$ cat src/rtl/drip_pulse_emitter.sv
// Emits a preset number of timed valve pulses from a two-digit BCD drip count,
// exposing the remaining count as BCD. Define DRIP_PAUSE_EN to add a pause input.
module drip_pulse_emitter #(
    parameter int PULSE_HIGH = 4,
    parameter int PULSE_LOW  = 4
) (
    input  logic       clk,
    input  logic       reset,
    input  logic       start,
    input  logic       abort,
`ifdef DRIP_PAUSE_EN
    input  logic       pause,
`endif
    input  logic [3:0] tens_bcd,
    input  logic [3:0] units_bcd,
    output logic       valve,
    output logic       busy,
    output logic       done,
    output logic       err,
    output logic [3:0] rem_tens,
    output logic [3:0] rem_units
);

    localparam logic [7:0] HIGH_LAST = 8'(PULSE_HIGH - 1);
    localparam logic [7:0] LOW_LAST  = 8'(PULSE_LOW - 1);

    // Handshake: start is a level sampled only in IDLE; busy high means a
    // sequence is running and start is ignored; done/err are one-cycle pulses.
    typedef enum logic [1:0] {
        S_IDLE,
        S_HIGH,
        S_LOW,
        S_DONE
    } state_t;

    state_t     state;
    logic [7:0] phase;
    logic       paused;
    logic       last_drip;
    logic       preset_bad;
    logic       preset_zero;

`ifdef DRIP_PAUSE_EN
    assign paused = pause;
`else
    assign paused = 1'b0;
`endif

    assign last_drip   = (rem_tens == 4'd0) && (rem_units == 4'd1);
    assign preset_bad  = (tens_bcd > 4'd9) || (units_bcd > 4'd9);
    assign preset_zero = (tens_bcd == 4'd0) && (units_bcd == 4'd0);

    always_ff @(posedge clk or negedge reset) begin
        if (!reset) begin
            state     <= S_IDLE;
            phase     <= 8'd0;
            valve     <= 1'b0;
            busy      <= 1'b0;
            done      <= 1'b0;
            err       <= 1'b0;
            rem_tens  <= 4'd0;
            rem_units <= 4'd0;
        end else begin
            done <= 1'b0;
            err  <= 1'b0;
            case (state)
                S_IDLE: begin
                    valve <= 1'b0;
                    busy  <= 1'b0;
                    if (start && !abort) begin
                        if (preset_bad) begin
                            err <= 1'b1;
                        end else if (preset_zero) begin
                            rem_tens  <= 4'd0;
                            rem_units <= 4'd0;
                            state     <= S_DONE;
                            done      <= 1'b1;
                        end else begin
                            rem_tens  <= tens_bcd;
                            rem_units <= units_bcd;
                            phase     <= 8'd0;
                            state     <= S_HIGH;
                            valve     <= 1'b1;
                            busy      <= 1'b1;
                        end
                    end
                end
                S_HIGH: begin
                    if (abort) begin
                        state <= S_IDLE;
                        valve <= 1'b0;
                        busy  <= 1'b0;
                    end else if (paused) begin
                        valve <= 1'b0;
                    end else if (phase == HIGH_LAST) begin
                        // BCD decrement with borrow; the count never goes below 00.
                        if (rem_units == 4'd0) begin
                            rem_units <= 4'd9;
                            rem_tens  <= rem_tens - 4'd1;
                        end else begin
                            rem_units <= rem_units - 4'd1;
                        end
                        phase <= 8'd0;
                        valve <= 1'b0;
                        if (last_drip) begin
                            state <= S_DONE;
                            done  <= 1'b1;
                            busy  <= 1'b0;
                        end else begin
                            state <= S_LOW;
                        end
                    end else begin
                        phase <= phase + 8'd1;
                        valve <= 1'b1;
                    end
                end
                S_LOW: begin
                    valve <= 1'b0;
                    if (abort) begin
                        state <= S_IDLE;
                        busy  <= 1'b0;
                    end else if (!paused) begin
                        if (phase == LOW_LAST) begin
                            phase <= 8'd0;
                            state <= S_HIGH;
                            valve <= 1'b1;
                        end else begin
                            phase <= phase + 8'd1;
                        end
                    end
                end
                S_DONE: begin
                    state <= S_IDLE;
                    valve <= 1'b0;
                    busy  <= 1'b0;
                end
                default: begin
                    state <= S_IDLE;
                    valve <= 1'b0;
                    busy  <= 1'b0;
                end
            endcase
        end
    end

endmodule

$ cat config.mk
export PLATFORM = sky130hd
export DESIGN_NAME = drip_pulse_emitter
export DESIGN_NICKNAME = d
export VERILOG_FILES = /design/src/rtl/drip_pulse_emitter.sv
export SDC_FILE = /design/constraint.sdc
export NUM_CORES = 1
export LEC_CHECK = 0
export CAP_MARGIN = 20
export CORE_MARGIN = 10
export CORE_UTILIZATION = 56
export CTS_CLUSTER_DIAMETER = 40
export DETAILED_ROUTE_END_ITERATION = 10
export PLACE_DENSITY = 0.82
export SLEW_MARGIN = 20
export SYNTH_ARGS = -nofsm -noshare
export SYNTH_HDL_FRONTEND = slang
export SYNTH_SLANG_ARGS = --single-unit
export TNS_END_PERCENT = 20
$ cat constraint.sdc
create_clock -name clk -period 5.82 [get_ports clk]
set_input_delay 1.455 -clock clk [delete_from_list [all_inputs] [get_ports clk]]
set_output_delay 1.455 -clock clk [all_outputs]
set_load 0.03 [all_outputs]
Word level (Yosys, flattened, before mapping)
Cells that the tools add are included.
{"block": "classes", "n_lt_le_gt_ge": 2, "n_mux": 52, "reduce_logical": 18, "eq_ne": 16, "addsub": 3}
{"op": "2-to-1 mux 4 bit", "count": 12}
{"op": "2-to-1 mux 8 bit", "count": 5}
{"op": "2-to-1 mux 1 bit", "count": 21}
{"op": "zero test 4 bit", "count": 4}
{"op": "!= test 2 bit, second input constant", "count": 8}
{"op": "one-hot mux 4 bit (2 select lines)", "count": 2}
{"op": "one-hot mux 8 bit (2 select lines)", "count": 1}
{"op": "2-to-1 mux 2 bit", "count": 7}
{"op": "AND reduction 5 bit", "count": 2}
{"op": "!= test 3 bit, second input constant", "count": 3}
{"op": "adder 8 x 1 -> 8 bit, second input constant", "count": 1}
{"op": "equality test 8 x 2 -> 1 bit, second input constant", "count": 1}
{"op": "greater-than comparator 4 bit, second input constant", "count": 2}
{"op": "one-hot mux 1 bit (4 select lines)", "count": 2}
{"op": "one-hot mux 2 bit (4 select lines)", "count": 1}
{"op": "subtractor 4 x 1 -> 4 bit, second input constant", "count": 2}
{"op": "AND reduction 6 bit", "count": 1}
{"op": "equality test 2 bit, second input constant", "count": 2}
{"op": "equality test 4 x 1 -> 1 bit, second input constant", "count": 1}
{"op": "AND reduction 4 bit", "count": 1}
{"op": "nonzero test 2 bit", "count": 2}
{"op": "logical AND 1 bit", "count": 3}
{"op": "AND reduction 3 bit", "count": 1}
{"op": "equality test 2 x 1 -> 1 bit, second input constant", "count": 1}
{"op": "5 further kinds", "count": 5}
{"block": "word_totals", "regBits": 22, "inputBits": 12, "elab_cells": 99, "output_inout_bits": 12}

Logic depth before layout (Yosys ltp)
{"block": "depth", "depth_word": 6, "mapped_depth": 8, "depth_no_buf": 7}

Worst setup path after synthesis
OpenSTA, ideal clock, no wires.
{"block": "synth_path", "path_kind": "input-to-reg", "startpoint": "in units_bcd[1]", "endpoint": "reg phase[7]", "path_buffers": 0, "path_slack_ps": 3033, "cell_stages": 5, "setup_ps": 110, "required_time_ps": 5710, "arrival_time_ps": 2677, "cell_sequence": "or4_1 -> o211ai_1 -> a211o_1 -> o21ai_0 -> o41ai_1"}
{"block": "synth_between", "elab_chain_cells": 4, "word_cells_on_any_way": 7, "classes_between": "order compare: 1; eq/ne: 2; reduce/logical: 4"}
{"item": "start: declaration", "line": "15", "text": "input logic [3:0] units_bcd,"}
{"item": "greater-than comparator 4 bit or zero test 4 bit (tied branches)", "line": "50, 51"}
{"item": "logical OR 1 bit or logical AND 1 bit (tied branches)", "line": "50, 51"}
{"item": "!= test 2 bit (no line)"}
{"item": "AND reduction 5 bit (no line) (*)"}
{"item": "end signal: assignment", "line": "113", "text": "phase <= phase + 8'd1;"}
{"item": "end signal: assignment", "line": "128", "text": "phase <= phase + 8'd1;"}
{"item": "end: declaration", "line": "37", "text": "logic [7:0] phase;"}
Every way passes the cells marked *; elsewhere a longest branch is shown, timed or not.
A chain may end at the register's enable or synchronous reset.

Final worst setup path
{"block": "layout_path", "startpoint": "in abort", "endpoint": "reg rem_tens[2]"}
{"block": "layout_between", "elab_chain_cells": 4, "word_cells_on_any_way": 5, "classes_between": "eq/ne: 2; reduce/logical: 3"}
{"item": "start: declaration", "line": "10", "text": "input logic abort,"}
{"item": "zero test 1 bit", "line": "70", "text": "if (start && !abort) begin"}
{"item": "logical AND 1 bit", "line": "70"}
{"item": "!= test 2 bit (no line)"}
{"item": "AND reduction 6 bit (no line) (*)"}
{"item": "end signal: assignment", "line": "79", "text": "rem_tens <= tens_bcd;"}
{"item": "end signal: assignment", "line": "99", "text": "rem_tens <= rem_tens - 4'd1;"}
{"item": "end: declaration", "line": "20", "text": "output logic [3:0] rem_tens,"}
Marked as above.

==> flow_summary.toml <==
[route]
drcViolationCount = 0
vias_per_cell = 6.15
dr.pass1.iters = 4
num_vias = 1223
drtIter0Drc = 99
totalWireLength_mm = 3.35
wl_per_cell_um = 16.8
ant_nets = 0

[cts]
clock_tree.root_cell = "clkbuf_4"
cts_sinks = 22
cts_setup_buffers = 0
hold_buffers = 0
cts_max_level = 1
cts_buffers = 3
clkLatencyLatePin_ps = 310
cts_tree = "built"
cts.path.max_buffers = 2
post_cts_resized = 0
clkTransAtPathRegs_ps = 120

[timing]
fin_worst_skew_ps = 5.01
fmax_ghz = 0.313
period_minus_slack_ps = 3190
worst_pin_slew_ps = 647
final_hold_viol_count = 0
finalSetupTns_ps = 0
rsz0062_at_grt = "no"
slew_headroom_pct = 56.9
slew_violations = 0
setup_viol = 0
timing.final.crit_share_pct = 54.9

[synthesis]
synthCells = 148
netlist_area_um2 = 1390
synthArstFlopShare_pct = 100
syn_nets = 167
synth_top_area_cell = "dfrtp_1"
yosysWarnings = 0
synth_area_leaders = "dfrtp_1, ha_1, o21ai_0, a21oi_1, nor2_1"
yosys_most_used_dff = "dfrtp_1"
synth.ff_latch_count = 22
synth_seq_area_share_pct = 39.7
avgSynthCellArea_um2 = 9.36
synth_edf_count = 0
yosysUniqueCellTypes = 47
synth_top_area_share_pct = 39.7

[global_route]
track_usage_pct = 13.5
gr-total-overflow = 0
antenna_found_initial = 0
grt_pass1_vias = 1197
grt_start_max_net_pins = 23
grt_pass1_wl_mm = 5.60

[critical_path]
crit_family = "simple AND/OR/NAND/NOR gates"
cp.depth = 6
crit_arrival_ps = 3410
critPathKind = "in2reg"
crit_start = "abort"
cp.required_ps = 6030
cp_slowest_stage_delay_ps = 530
cpMaxStageDelayCell = "clkdlybuf4s50_1"
crit_path_end = "rem_tens[2]"
crit_path_start_kind = "input port"
crit_path_end_kind = "flip-flop"
timing.rr.end = "rem_tens[2]"
r2r_setup_slack_ps = 3190
cp_max_fo = 7
crit_chain = "clkdlybuf4s50_1 -> or2b_1 -> nor4b_4 -> o21ai_2 -> a21oi_4 -> mux2_4"
crit-reg2reg-launch = "state[1]"
crit_buf_inv = 1
reg2reg_depth = 7

[die]
dieWidth_um = 69.7
ios = 24
dieArea_um2 = 4860
die_height_um = 69.7
coreArea_um2 = 2280
row_count = 17
initial_utilization_pct = 60.9

[placement]
routabilityCongestion = 0.918
post-dp-hpwl_mm = 2.55
port_buffers = 23

[final_layout]
diodes = 0
drive_above_1_share_pct = 11.1
fin_util_pct = 72.7
layout_common_cells = "dfrtp_1, clkdlybuf4s50_1, o21ai_0"
nets = 192
syn_to_final_growth_pct = 19.5

[pwr]
comb_power_share_pct = 60.9
ir_drop_v = 0.000368
p_switching_mw = 0.375
seqPwrFrac_pct = 30.4
p_clk_share_pct = 8.7
p_int_mw = 0.440
swShare_pct = 46.0
power_leakage_nw = 0.686
p_per_area_nw_per_um2 = 493

[min_path]
min_from = "phase[7]"
min-delay-path-class = "reg2reg"

[status]
status = "finished, final reports clean"

[flow_run]
cap_violations = 0
[logic make-up (layout without fill, tap and decap cells)]
kind of cell / Yosys count / in the layout / synth area share [%]
AND/OR/NAND/NOR: 52 / 52 / 22.1
AO/OA/AOI/OAI: 47 / 47 / 22.0
flip-flops: 22 / 22 / 39.7
buffers and inverters: 12 / 35 / 3.34
adder cells (fa/ha/maj): 7 / 7 / 6.32
multiplexers: 6 / 6 / 5.24
XOR/XNOR: 2 / 2 / 1.26
[synth_stat cells, types with 2 or more instances]
cell type	n
dfrtp_1	22
o21ai_0	15
nor2_1	12
a21oi_1	10
inv_1	9
nand2_1	8
ha_1	7
and2_1	4
nand3_1	4
nor2b_1	4
o31ai_1	4
o22ai_1	3
or2_2	3
or4_1	3
a31oi_1	2
clkbuf_1	2
mux2_4	2
mux2i_1	2
nand2b_1	2
nor3_1	2
xnor2_1	2
[worst register-to-register path, stage by stage (launching register included)]
cell	delay, ps
dfrtp_1	400
inv_1	110
ha_1	590
or2b_1	400
nor4b_4	320
o21ai_2	140
a21oi_4	250
mux2_4	330
[power groups by stage]
| stage | clock, mW | combinational, mW | sequential [mW] |
|---|---|---|---|
| after floorplan | 0 | 0.295 | 0.301 |
| after global placement | 0 | 0.480 | 0.246 |
| after detailed placement | 0 | 0.493 | 0.250 |
| after CTS | 0.0705 | 0.496 | 0.247 |
| after global routing | 0.0777 | 0.542 | 0.255 |
| final | 0.0714 | 0.497 | 0.248 |
[worst min-delay path by stage]
stage	cells past startpoint	slack (ps)	end
finish	1	510	phase[7]
detailed placement	1	490	phase[7]
global route	1	540	phase[7]
CTS	1	510	phase[7]
global placement	1	470	phase[7]
floorplan	1	440	phase[7]
[layout make-up]
class | instances | area, um^2
Sequential cell | 22 | 551
Inverter | 9 | 33.8
Timing Repair Buffer | 23 | 225
Multi-Input combinational cell | 114 | 788
Fill cell | 176 | 621
Tap cell | 28 | 35.0
Clock buffer | 3 | 22.5
[per-stage QoR]
| step | setup slack [ps] | instances | instance area [um^2] | hold slack [ps] | total power, mW |
|---|---|---|---|---|---|
| 2_1_floorplan | 3030 | 148 | 1390 | 444 | 0.596 |
| 3_3_place_gp | 2380 | 196 | 1640 | 473 | 0.726 |
| 3_5_place_dp | 2360 | 196 | 1640 | 489 | 0.744 |
| 4_1_cts | 2670 | 199 | 1660 | 505 | 0.813 |
| 5_1_grt | 2550 | 199 | 1660 | 541 | 0.874 |
| 6_report | 2630 | 199 | 1660 | 512 | 0.816 |
[registers in the layout (all words and copies together) (netlist names)]
| signal | flops |
|---|---|
| state | 2 |
| rem_tens | 4 |
| err | 1 |
| rem_units | 4 |
| done | 1 |
| busy | 1 |
| phase | 8 |
| valve | 1 |
[layer usage]
metal  up-vias  part of all wire (%)  global-route usage [%]
li1        585                     -                       -
met1       582                    46                    17.1
met2        45                    46                    21.2
met3        11                   6.5                    3.57
met4         0                   1.7                    4.78
met5         -                     0                       0
No activity file was read; power rests on OpenSTA's default activity.
